--- config.mk ---
export PLATFORM = sky130hd
export DESIGN_NAME = pc_tx_framer_flat
export DESIGN_NICKNAME = d
export VERILOG_FILES = /design/src/rtl/pc_tx_framer_pkg.sv /design/src/rtl/pc_tx_framer_if.sv /design/src/rtl/pc_tx_framer_crc32.sv /design/src/rtl/pc_tx_framer.sv /design/src/flat_wrapper.sv
export SDC_FILE = /design/constraint.sdc
export NUM_CORES = 1
export LEC_CHECK = 0
export ABC_AREA = 1
export BUFFER_PORTS_ARGS = -buffer_cell sky130_fd_sc_hd__buf_2
export CAP_MARGIN = 15
export CORE_MARGIN = 4
export CORE_UTILIZATION = 30
export DETAILED_ROUTE_END_ITERATION = 12
export GPL_TIMING_DRIVEN = 0
export RECOVER_POWER = 100
export SETUP_SLACK_MARGIN = 0.1
export SYNTH_ARGS = -nofsm -noshare
export SYNTH_HDL_FRONTEND = slang
export SYNTH_SLANG_ARGS = --single-unit
export TNS_END_PERCENT = 1
--- constraint.sdc ---
create_clock -name i_clock -period 1.7 [get_ports i_clock]
set_input_delay 0 -clock i_clock [delete_from_list [all_inputs] [get_ports i_clock]]
set_output_delay 0 -clock i_clock [all_outputs]
set_load 0.03 [all_outputs]
--- src/rtl/pc_tx_framer_pkg.sv ---
// Shared types and constants for the PC transmit framer.
// The trailer checksum flavour is selected by PC_TX_FRAMER_CRC_EN in the top module.
package pc_tx_framer_pkg;

    typedef enum logic [2:0] {
        ST_IDLE,
        ST_HDR,
        ST_PAY,
        ST_TRL,
        ST_SEND,
        ST_GUARD,
        ST_DRAIN,
        ST_DONE
    } state_t;

    // Which word is in flight through SEND/GUARD/DRAIN, so DRAIN knows where to go next.
    typedef enum logic [1:0] {
        PH_HDR,
        PH_PAY,
        PH_TRL
    } phase_t;

    localparam logic [7:0]  SYNC_DEFAULT = 8'hA5;
    localparam logic [31:0] CRC32_POLY   = 32'h04C1_1DB7;
    localparam logic [31:0] CRC32_INIT   = 32'hFFFF_FFFF;

    function automatic logic [31:0] pack_header(input logic [7:0]  sync,
                                                input logic [7:0]  seq,
                                                input logic [15:0] len);
        return {sync, seq, len};
    endfunction

endpackage

--- src/rtl/pc_tx_framer_if.sv ---
// Handshake bundle between the framer, its DataRouter source and the PC transmit block.
interface pc_tx_framer_if;
    logic        i_start;
    logic [15:0] i_frame_len;
    logic [31:0] i_word_data;
    logic        i_word_valid;
    logic        o_word_ready;
    logic        i_tx_busy;
    logic [31:0] o_tx_word;
    logic        o_tx_word_wr;
    logic        o_busy;
    logic        o_len_err;
    logic [7:0]  o_seq;

    // master: the framer itself
    modport master (
        input  i_start, i_frame_len, i_word_data, i_word_valid, i_tx_busy,
        output o_word_ready, o_tx_word, o_tx_word_wr, o_busy, o_len_err, o_seq
    );

    // slave: the surrounding source/sink logic
    modport slave (
        output i_start, i_frame_len, i_word_data, i_word_valid, i_tx_busy,
        input  o_word_ready, o_tx_word, o_tx_word_wr, o_busy, o_len_err, o_seq
    );
endinterface

--- src/rtl/pc_tx_framer_crc32.sv ---
// Combinational CRC-32 update (poly 0x04C11DB7, MSB-first) absorbing one 32-bit word.
module crc32_word_step
    import pc_tx_framer_pkg::*;
(
    input  logic [31:0] crc_in,
    input  logic [31:0] data,
    output logic [31:0] crc_out
);

    logic [31:0] c;
    logic        fb;

    always_comb begin
        c  = crc_in;
        fb = 1'b0;
        for (int i = 31; i >= 0; i--) begin
            fb = c[31] ^ data[i];
            c  = {c[30:0], 1'b0} ^ (fb ? CRC32_POLY : 32'h0);
        end
        crc_out = c;
    end

endmodule

--- src/rtl/pc_tx_framer.sv ---
// Frames DataRouter payload words (header, payload, trailer) for the PC transmit block.
// Define PC_TX_FRAMER_CRC_EN for a CRC-32 trailer; otherwise the trailer is a 32-bit sum.
//
// state    | meaning
// IDLE     | waiting for i_start, length checked here
// HDR      | load header word
// PAY      | accept one payload word from DataRouter
// TRL      | load trailer word
// SEND     | wait for transmit block idle, then strobe
// GUARD    | ignore i_tx_busy while downstream starts up
// DRAIN    | wait for transmit block idle before the next word
// DONE     | bump sequence number, back to IDLE
module pc_tx_framer
    import pc_tx_framer_pkg::*;
#(
    parameter int         MAX_LEN      = 255,
    parameter int         GUARD_CYCLES = 4,
    parameter logic [7:0] SYNC_BYTE    = SYNC_DEFAULT
) (
    input logic            i_clock,
    input logic            i_reset_n,
    pc_tx_framer_if.master bus
);

    localparam int             GW         = (GUARD_CYCLES < 1) ? 1 : $clog2(GUARD_CYCLES + 1);
    localparam logic [GW-1:0]  GUARD_LOAD = GW'(GUARD_CYCLES);

    state_t         state;
    phase_t         phase;
    logic [15:0]    pay_cnt;
    logic [GW-1:0]  guard_cnt;
    logic [31:0]    chk;
    logic [31:0]    chk_next;
    logic [31:0]    trailer;
    logic           len_ok;

`ifdef PC_TX_FRAMER_CRC_EN
    localparam logic [31:0] CHK_INIT = CRC32_INIT;

    crc32_word_step u_crc (
        .crc_in  (chk),
        .data    (bus.i_word_data),
        .crc_out (chk_next)
    );
    assign trailer = ~chk;
`else
    localparam logic [31:0] CHK_INIT = 32'h0;

    assign chk_next = chk + bus.i_word_data;
    assign trailer  = chk;
`endif

    assign len_ok = (bus.i_frame_len != 16'd0) && (32'(bus.i_frame_len) <= 32'(MAX_LEN));

    // Same-cycle accept: the word taken here is the one loaded into o_tx_word.
    assign bus.o_word_ready = (state == ST_PAY) && bus.i_word_valid;

    always_ff @(posedge i_clock or negedge i_reset_n) begin
        if (!i_reset_n) begin
            state            <= ST_IDLE;
            phase            <= PH_HDR;
            pay_cnt          <= '0;
            guard_cnt        <= '0;
            chk              <= '0;
            bus.o_tx_word    <= '0;
            bus.o_tx_word_wr <= 1'b0;
            bus.o_busy       <= 1'b0;
            bus.o_len_err    <= 1'b0;
            bus.o_seq        <= '0;
        end else begin
            bus.o_tx_word_wr <= 1'b0;
            bus.o_len_err    <= 1'b0;
            case (state)
                ST_IDLE: begin
                    if (bus.i_start) begin
                        if (len_ok) begin
                            pay_cnt    <= bus.i_frame_len;
                            chk        <= CHK_INIT;
                            bus.o_busy <= 1'b1;
                            state      <= ST_HDR;
                        end else begin
                            bus.o_len_err <= 1'b1;
                        end
                    end
                end
                ST_HDR: begin
                    bus.o_tx_word <= pack_header(SYNC_BYTE, bus.o_seq, pay_cnt);
                    phase         <= PH_HDR;
                    state         <= ST_SEND;
                end
                ST_PAY: begin
                    if (bus.i_word_valid) begin
                        bus.o_tx_word <= bus.i_word_data;
                        chk           <= chk_next;
                        pay_cnt       <= pay_cnt - 16'd1;
                        phase         <= PH_PAY;
                        state         <= ST_SEND;
                    end
                end
                ST_TRL: begin
                    bus.o_tx_word <= trailer;
                    phase         <= PH_TRL;
                    state         <= ST_SEND;
                end
                ST_SEND: begin
                    if (!bus.i_tx_busy) begin
                        bus.o_tx_word_wr <= 1'b1;
                        guard_cnt        <= GUARD_LOAD;
                        state            <= ST_GUARD;
                    end
                end
                ST_GUARD: begin
                    if (guard_cnt <= GW'(1)) begin
                        state <= ST_DRAIN;
                    end else begin
                        guard_cnt <= guard_cnt - GW'(1);
                    end
                end
                ST_DRAIN: begin
                    if (!bus.i_tx_busy) begin
                        case (phase)
                            PH_HDR:  state <= ST_PAY;
                            PH_PAY:  state <= (pay_cnt == 16'd0) ? ST_TRL : ST_PAY;
                            default: state <= ST_DONE;
                        endcase
                    end
                end
                ST_DONE: begin
                    bus.o_seq  <= bus.o_seq + 8'd1;
                    bus.o_busy <= 1'b0;
                    state      <= ST_IDLE;
                end
                default: state <= ST_IDLE;
            endcase
        end
    end

endmodule

--- src/flat_wrapper.sv ---
// flat-port wrapper written by rule: the top's interface ports become plain ports
module pc_tx_framer_flat import pc_tx_framer_pkg::*;
#(
    parameter int         MAX_LEN      = 255,
    parameter int         GUARD_CYCLES = 4,
    parameter logic [7:0] SYNC_BYTE    = SYNC_DEFAULT
)
  (i_clock, i_reset_n, bus_i_start, bus_i_frame_len, bus_i_word_data, bus_i_word_valid, bus_i_tx_busy, bus_o_word_ready, bus_o_tx_word, bus_o_tx_word_wr, bus_o_busy, bus_o_len_err, bus_o_seq);
  pc_tx_framer_if bus_i ();
  input logic i_clock;
  input logic i_reset_n;
  input wire logic [$bits(bus_i.i_start)-1:0] bus_i_start;
  input wire logic [$bits(bus_i.i_frame_len)-1:0] bus_i_frame_len;
  input wire logic [$bits(bus_i.i_word_data)-1:0] bus_i_word_data;
  input wire logic [$bits(bus_i.i_word_valid)-1:0] bus_i_word_valid;
  input wire logic [$bits(bus_i.i_tx_busy)-1:0] bus_i_tx_busy;
  output wire logic [$bits(bus_i.o_word_ready)-1:0] bus_o_word_ready;
  output wire logic [$bits(bus_i.o_tx_word)-1:0] bus_o_tx_word;
  output wire logic [$bits(bus_i.o_tx_word_wr)-1:0] bus_o_tx_word_wr;
  output wire logic [$bits(bus_i.o_busy)-1:0] bus_o_busy;
  output wire logic [$bits(bus_i.o_len_err)-1:0] bus_o_len_err;
  output wire logic [$bits(bus_i.o_seq)-1:0] bus_o_seq;
  assign bus_i.i_start = bus_i_start;
  assign bus_i.i_frame_len = bus_i_frame_len;
  assign bus_i.i_word_data = bus_i_word_data;
  assign bus_i.i_word_valid = bus_i_word_valid;
  assign bus_i.i_tx_busy = bus_i_tx_busy;
  assign bus_o_word_ready = bus_i.o_word_ready;
  assign bus_o_tx_word = bus_i.o_tx_word;
  assign bus_o_tx_word_wr = bus_i.o_tx_word_wr;
  assign bus_o_busy = bus_i.o_busy;
  assign bus_o_len_err = bus_i.o_len_err;
  assign bus_o_seq = bus_i.o_seq;
  pc_tx_framer #(.MAX_LEN(MAX_LEN), .GUARD_CYCLES(GUARD_CYCLES), .SYNC_BYTE(SYNC_BYTE)) u_core (.i_clock(i_clock), .i_reset_n(i_reset_n), .bus(bus_i));
endmodule
# Yosys cells after proc, flatten, opt, wreduce, memory -nomap -nowiden
# Cells that the tools add are included.
[classes] n_addsub=4 reduce_logical=16 magnitude_cmp=2 eq_ne=15 muxes=32
[ops] operator="32-bit 2-to-1 mux" count=4
[ops] operator="32-bit case mux with 3 select lines" count=1
[ops] operator="32-bit case mux with 2 select lines" count=1
[ops] operator="16-bit 2-to-1 mux" count=3
[ops] operator="32-bit adder" count=1
[ops] operator="16-bit case mux with 2 select lines" count=1
[ops] operator="3-bit 2-to-1 mux" count=8
[ops] operator="3-bit case mux with 7 select lines" count=1
[ops] operator="16-bit by 8-bit <= comparator with 1-bit output (second input constant)" count=1
[ops] operator="16-bit logical NOT" count=1
[ops] operator="16-bit nonzero test" count=1
[ops] operator="16-bit by 1-bit subtractor with 16-bit output (second input constant)" count=1
[ops] operator="3-bit equality test (second input constant)" count=4
[ops] operator="3-bit case mux with 2 select lines" count=2
[ops] operator="2-bit inequality test (second input constant)" count=5
[ops] operator="8-bit by 1-bit adder with 8-bit output (second input constant)" count=1
[ops] operator="1-bit 2-to-1 mux" count=8
[ops] operator="3-bit by 2-bit equality test with 1-bit output (second input constant)" count=2
[ops] operator="2-bit case mux with 3 select lines" count=1
[ops] operator="3-bit AND reduction" count=2
[ops] operator="6-bit AND reduction" count=1
[ops] operator="2-bit nonzero test" count=3
[ops] operator="2-bit by 1-bit inequality test with 1-bit output (second input constant)" count=2
[ops] operator="4-bit AND reduction" count=1
[ops] operator="12 further kinds" count=13
[word_totals] wordCells=79 out_inout_bits=44 ff_bits=99 in_bits=53

# Logic depth before layout (Yosys ltp)
# Gate-level depths: netlist of run 1.
[depth] depth_word=5 ltp_mapped=13 ltp_nobuf=13

# Least setup slack after synthesis of run 1
# Ideal clock, no wire load.
[synth_timing] kind="reg-to-reg" startpoint="register u_core.chk[0]" endpoint="register u_core.chk[28]" required_ps=1582 t_arrival_ps=1680 setup_slack_ps=-98 setup_ps=118 synth_period_minus_slack_ps=1798 stages_incl_launch_ff=14 cell_sequence="dfrtp_1 -> ha_1 -> inv_1 -> fa_1 -> inv_1 -> nand3_1 -> nand3_1 -> nand3_1 -> nand3_1 -> nand2_1 -> nand2_1 -> nand2_1 -> nand3_1 -> nand2_1"
[synth_between] elab_chain_len=3
[synth_lines] item="from (decl)" line="pc_tx_framer.sv:32" source="logic [31:0] chk;"
[synth_lines] item="from (signal assigned)" line="pc_tx_framer.sv:94" source="chk <= chk_next;"
[synth_lines] item="32-bit adder" line="pc_tx_framer.sv:49" source="assign chk_next = chk + bus.i_word_data;"
[synth_lines] item="32-bit 2-to-1 mux" line="pc_tx_framer.sv:92" source="if (bus.i_word_valid) begin"
[synth_lines] item="32-bit case mux with 2 select lines" line="pc_tx_framer.sv:73" source="case (state)"
# No other way between the ends. The select of a mux whose other input is x is not followed.
# A chain may end at the register's enable or synchronous reset.

# Worst setup path in the final report of run 1
[layout_timing] startpoint="register u_core.chk[5]" endpoint="register u_core.chk[23]"
# Same word-level chain as after synthesis.

==> reports/summary.txt, run 1 <==
Synth Register Bits: 99
maximum clock frequency: 536.4 MHz
Cells after Synth: 1062
WP data arrival: 2.10 ns
Least-Margin Pin Slew: 1.296 ns
Psw: 8.703 mW
die width: 161.4 um
crit start category: register
dpl cell area: 7979 um2
post-synthesis compound-gate area fraction: 0.1273
failing checks: negative setup slack
synth warn: 0
Final Net Count: 1302
largest family of logic cells by synthesized area: simple AND/OR/NAND/NOR gates
clk buf depth: 2
Mapped Area: 7059 um2
share of layout cells above drive strength 1: 0.2176
Switching Fraction: 0.5068
DR WL/cell: 16.11 um
Total GRT Usage: 0.1853
area occupied by multi-input gates: 4543 um2
first-pass GRT wire length: 38520 um
CTS tree: done
CP max-delay cell: dfrtp_1
internal reg-to-reg setup slack: -0.16 ns
peak supply drop: 637.8 uV
port bufs: 96
WHS Path Cells: 3
Synth async-reset ratio: 1.000
Power Dens Cells: 1839 nW/um2
P&R area growth vs syn: 32.29%
WP buf/inv: 0
critical path peak fanout: 5
cells along the critical path: ha_4 -> nand2_2 -> nor2_2 -> nand3_1 -> nand2_2 -> nand2_1 -> nand2_2 -> nand2_2 -> nand2_1 -> nand2_1 -> nand3_1 -> nand2_1
worst min path class: primary input to register
R2R depth: 12
Iter 0 DRT Violations: 427
vias in the first global route: 7260
WL final: 24670 um
vias per cell: 4.838
Synth top cells by count: nand2_1, inv_1, dfrtp_1
Clock Sinks: 99
die area: 26050 um2
LEAKAGE: 4.746 nW
DRC viols: 0
fin crit share: 1.097
CTS clk-pin slew, worst paths: 0.08 ns
syn_nets: 1151
GP Congestion: 0.9747
DR vias: 7407
clk_skew: 0.009675 ns
Cell variety after synth: 39
register area: 2481 um2
Worst slew margin: 0.1361
post-synthesis sequential area ratio: 0.3509
CP Class: register to register
antenna viol nets, final: 0
root buf cell: clkbuf_16
area of all placed cells without fillers: 9339 um2
Flop pwr share: 0.261
CP delay by family, top: simple AND/OR/NAND/NOR gates
simple-gate share of the synthesized area: 0.3348
# rows: 55
final setup fails: 37
total power draw: 17.17 mW
CORE AREA: 22920 um2
Slew Limit Fails: 0
Worst R2R End: u_core.chk[23]
Post-synth EDFFs: 0
fin util: 0.4075
status: finished with violations
Fin Setup TNS: -2.839 ns
post-synthesis mux area share: 0.001418
dpl hpwl: 18900 um
max_cap viols: 0
ANT cells: 0
CP peak stage delay: 0.43 ns
worst hold start: bus_i_word_valid
CP Capture Type: register
setup ws final: -0.1644 ns
Hold Vio Cnt, Final: 0
Hold WS: 0.007590 ns
Period minus WS final: 1.864 ns
RSZ-0062 raised after global routing: yes
R2R Path Start: u_core.chk[5]
Yosys top cell area share: 0.3509
Worst EP required: 1.93 ns
syn_area_per_cell: 6.647 um2
fillers: 2424
I/O pin total: 97
post-synthesis adder-cell area fraction: 0.06487
initial antenna violation count: 0
H-tree levels: 3
leading area contributor after synthesis: dfrtp_1
synth top area cells: dfrtp_1, nand2_1, inv_1, ha_1, nor2_1
Pint: 8.470 mW
Synth Flop Type: dfrtp_1
TritonCTS buffer count: 9
Die Y-Extent: 161.4 um
clock latency at the later pin of the worst-skew pair: 0.35 ns
most frequent cell after synthesis: nand2_1
Clock Power Share: 0.126
combinational share of power: 0.613
Post-Synth XOR/XNOR Area: 0.02109
largest net degree at the start of global routing: 53
Detailed Routing Iterations Pass 1: 5
Initial Utilization: 0.3081
global route overflow: 0
Hold EP: u_core.pay_cnt[11]
-- timing repair --
action	CTS	global route
setup buffers	9	21
setup endpoints to repair	87	90
hold buffers	13	0
pin swaps	20	15
cloned	0	0
gates resized for setup	107	86
endpoints found under the hold margin	59	0
-- final cells by class --
class / instances / share of cell area
repair buffers: 140 / 0.08588
plain buffers: 25 / 0.02586
well taps: 313 / 0.04193
flip-flops and latches: 99 / 0.2657
clock buffers: 11 / 0.02599
inverters: 150 / 0.06163
clock inverters: 5 / 0.006565
multi-input cells: 788 / 0.4865
-- state kept, by name, indices dropped and copies added (netlist names), 2 cells and up --
signal and count:
u_core.bus.o_seq 8, u_core.bus.o_tx_word 32, u_core.chk 32, u_core.guard_cnt 3, u_core.pay_cnt 16, u_core.phase 2
u_core.state 3
-- worst min-delay path, cell delays in order --
cell,delay [ns]
buf_2,0.16
nand3_1,0.09
o21ai_0,0.07
-- layer usage --
layer | up-vias | wire [um] | track usage
li1 | 3680 | - | -
met1 | 3505 | 10940 | 0.2419
met2 | 174 | 11780 | 0.3145
met3 | 48 | 1154 | 0.02654
met4 | 0 | 789 | 0.06437
met5 | - | 0 | 0
-- through the flow --
| step | worst slack, ns | cells |
|---|---|---|
| finish | -0.1644 | 1531 |
| global route | -0.2622 | 1531 |
| CTS | -0.1914 | 1510 |
| detailed placement | -0.4094 | 1472 |
| global placement | -0.5676 | 1471 |
| floorplan | 0.01738 | 1062 |
-- logic make-up after synthesis --
kind of cell / after synthesis
AND/OR/NAND/NOR: 578
buffers and inverters: 175
adder cells (fa/ha/maj): 36
flip-flops: 99
XOR/XNOR: 17
AO/OA/AOI/OAI: 156
multiplexers: 1
-- power groups by stage --
| stage | clock, mW | combinational, mW | sequential [mW] |
|---|---|---|---|
| 2_1_floorplan | 0 | 5.57 | 4.92 |
| 3_3_place_gp | 0 | 8.65 | 4.35 |
| 3_5_place_dp | 0 | 8.76 | 4.36 |
| 4_1_cts | 2.20 | 9.66 | 4.41 |
| 5_1_grt | 2.30 | 11.7 | 4.61 |
| 6_report | 2.16 | 10.5 | 4.48 |
-- how the worst max path moves through the flow --
stage                              from             end  slack (ns)  cells past startpoint
after floorplan           u_core.chk[0]  u_core.chk[28]        0.02                     13
after global placement        i_reset_n  u_core.chk[27]       -0.57                      1
final                     u_core.chk[5]  u_core.chk[23]       -0.16                     12
after CTS                 u_core.chk[0]  u_core.chk[16]       -0.19                     13
after global routing      u_core.chk[5]  u_core.chk[15]       -0.26                     11
after detailed placement  u_core.chk[9]  u_core.chk[21]       -0.41                     11
-- cells in the final DEF (no fill, tap or decap), types with 15 or more instances in the layout --
| cell type | instances |
|---|---|
| buf_2 | 52 |
| nand2_2 | 35 |
| a21oi_1 | 45 |
| xor2_1 | 15 |
| clkbuf_1 | 45 |
| nor2_2 | 20 |
| inv_1 | 141 |
| ha_4 | 20 |
| nand2_1 | 348 |
| dfrtp_1 | 96 |
| nor2_1 | 67 |
| o21ai_0 | 45 |
| nand3_1 | 53 |
| a22oi_1 | 18 |
| buf_4 | 41 |
(Power assumes the default switching activity.)
==> run 2, diff against run 1 <==
- RECOVER_POWER: 100 -> 50
==> run 2 against run 1 <==
  * The run still ends with negative setup slack left
  * Core utilization increased by 0.18 points
  * Die area unchanged
  * Routed wire length about the same
  * Largest power group unchanged
==> reports/summary.txt, run 2 (synthesis results as in run 1) <==
WL final: 24690 um
first-pass GRT wire length: 38520 um
peak supply drop: 665.2 uV
Pint: 8.510 mW
internal reg-to-reg setup slack: -0.17 ns
total power draw: 17.24 mW
commonest non-fill, non-tap cell in the layout: nand2_1
I/O pin total: 97
most frequent cells in the layout: nand2_1, inv_1, dfrtp_1
setup ws final: -0.1736 ns
H-tree levels: 3
port bufs: 96
Period minus WS final: 1.874 ns
R2R depth: 12
status: finished with violations
CTS tree: done
Fin Setup TNS: -2.628 ns
Worst EP required: 1.93 ns
Hold Vio Cnt, Final: 0
CORE AREA: 22920 um2
DR vias: 7393
max_cap viols: 0
CP peak stage delay: 0.44 ns
final setup fails: 33
cells along the critical path: ha_4 -> nand2_2 -> nor2_2 -> nand3_1 -> nand2_2 -> nand2_1 -> nand2_2 -> nand2_2 -> nand2_1 -> nand2_1 -> nand3_1 -> nand2_1
initial antenna violation count: 0
Least-Margin Pin Slew: 1.347 ns
die area: 26050 um2
die width: 161.4 um
CP Class: register to register
Clock Sinks: 99
share of layout cells above drive strength 1: 0.2258
Final Net Count: 1302
CP Capture Type: register
DRC viols: 0
P&R area growth vs syn: 32.88%
clock latency at the later pin of the worst-skew pair: 0.35 ns
worst hold start: bus_i_word_valid
WP data arrival: 2.11 ns
vias per cell: 4.829
DR WL/cell: 16.13 um
failing checks: negative setup slack
R2R Path Start: u_core.chk[5]
Switching Fraction: 0.5063
RSZ-0062 raised after global routing: yes
CTS clk-pin slew, worst paths: 0.08 ns
Power Dens Cells: 1838 nW/um2
# rows: 55
Total GRT Usage: 0.1853
Worst slew margin: 0.1021
dpl hpwl: 18900 um
maximum clock frequency: 533.7 MHz
worst min path class: primary input to register
LEAKAGE: 4.779 nW
Clock Power Share: 0.125
global route overflow: 0
GP Congestion: 0.9747
fin crit share: 1.102
dpl cell area: 7979 um2
crit start category: register
TritonCTS buffer count: 9
Psw: 8.727 mW
combinational share of power: 0.615
clk_skew: 0.01057 ns
root buf cell: clkbuf_16
largest net degree at the start of global routing: 53
clk buf depth: 2
critical path peak fanout: 5
Iter 0 DRT Violations: 456
CP max-delay cell: dfrtp_1
Hold EP: u_core.pay_cnt[11]
antenna viol nets, final: 0
Die Y-Extent: 161.4 um
pre-CTS setup slack: -0.4094 ns
Flop pwr share: 0.260
Largest regs: u_core.bus.o_tx_word x32, u_core.chk x32, u_core.pay_cnt x16
Slew Limit Fails: 0
ANT cells: 0
fin util: 0.4093
vias in the first global route: 7260
area of all placed cells without fillers: 9380 um2
WHS Path Cells: 3
Detailed Routing Iterations Pass 1: 5
Worst R2R End: u_core.chk[23]
Initial Utilization: 0.3081
-- run 2: metrics by stage --
step | std cells | hold slack, ns
after floorplan | 1062 | -0.2956
final | 1531 | 0.01064
after CTS | 1510 | 0.00006856
after global routing | 1531 | 0.01979
after detailed placement | 1472 | 0.08930
after global placement | 1471 | 0.2133
-- run 2: critical path: cells and delay by family (launching register included) --
family                   cells  cell delay (ns)
adder cells (fa/ha/maj)      1             0.31
flip-flops                   1             0.44
AND/OR/NAND/NOR             11             0.99
-- run 2: layout make-up --
type,count,area [um2]
repair buffers,140,823.3
clock buffers,11,242.7
flip-flops and latches,99,2482
inverters,150,578.1
clock inverters,5,61.31
fillers,2416,13540
multi-input cells,788,4552
plain buffers,25,249.0
well taps,313,391.6
-- run 2: worst max-delay path by stage --
| stage | endpoint | slack, ns | start |
|---|---|---|---|
| after floorplan | u_core.chk[28] | 0.02 | u_core.chk[0] |
| after global placement | u_core.chk[27] | -0.57 | i_reset_n |
| after detailed placement | u_core.chk[21] | -0.41 | u_core.chk[9] |
| after CTS | u_core.chk[16] | -0.19 | u_core.chk[0] |
| after global routing | u_core.chk[15] | -0.26 | u_core.chk[5] |
| final | u_core.chk[23] | -0.17 | u_core.chk[5] |
-- run 2: repair_timing --
action / CTS / global route
setup buffers: 9 / 21
endpoints found under the hold margin: 59 / 0
resized for setup: 107 / 86
pin swaps: 20 / 15
endpoints found under the setup margin: 87 / 90
hold buffers: 13 / 0
-- run 2: power groups by stage --
stage          Combinational [mW]  Sequential (mW)  Clock (mW)
3_3_place_gp                 8.65             4.35           0
5_1_grt                      11.7             4.62        2.30
4_1_cts                      9.66             4.41        2.20
6_report                     10.6             4.48        2.16
2_1_floorplan                5.57             4.92           0
3_5_place_dp                 8.76             4.36           0
-- run 2: routing by layer --
layer | part of all wire | global-route usage | wire length, um
met2 | 0.48 | 0.3145 | 11820
met5 | 0 | 0 | 0
met4 | 0.031 | 0.06437 | 767
met1 | 0.45 | 0.2419 | 11140
met3 | 0.039 | 0.02654 | 960
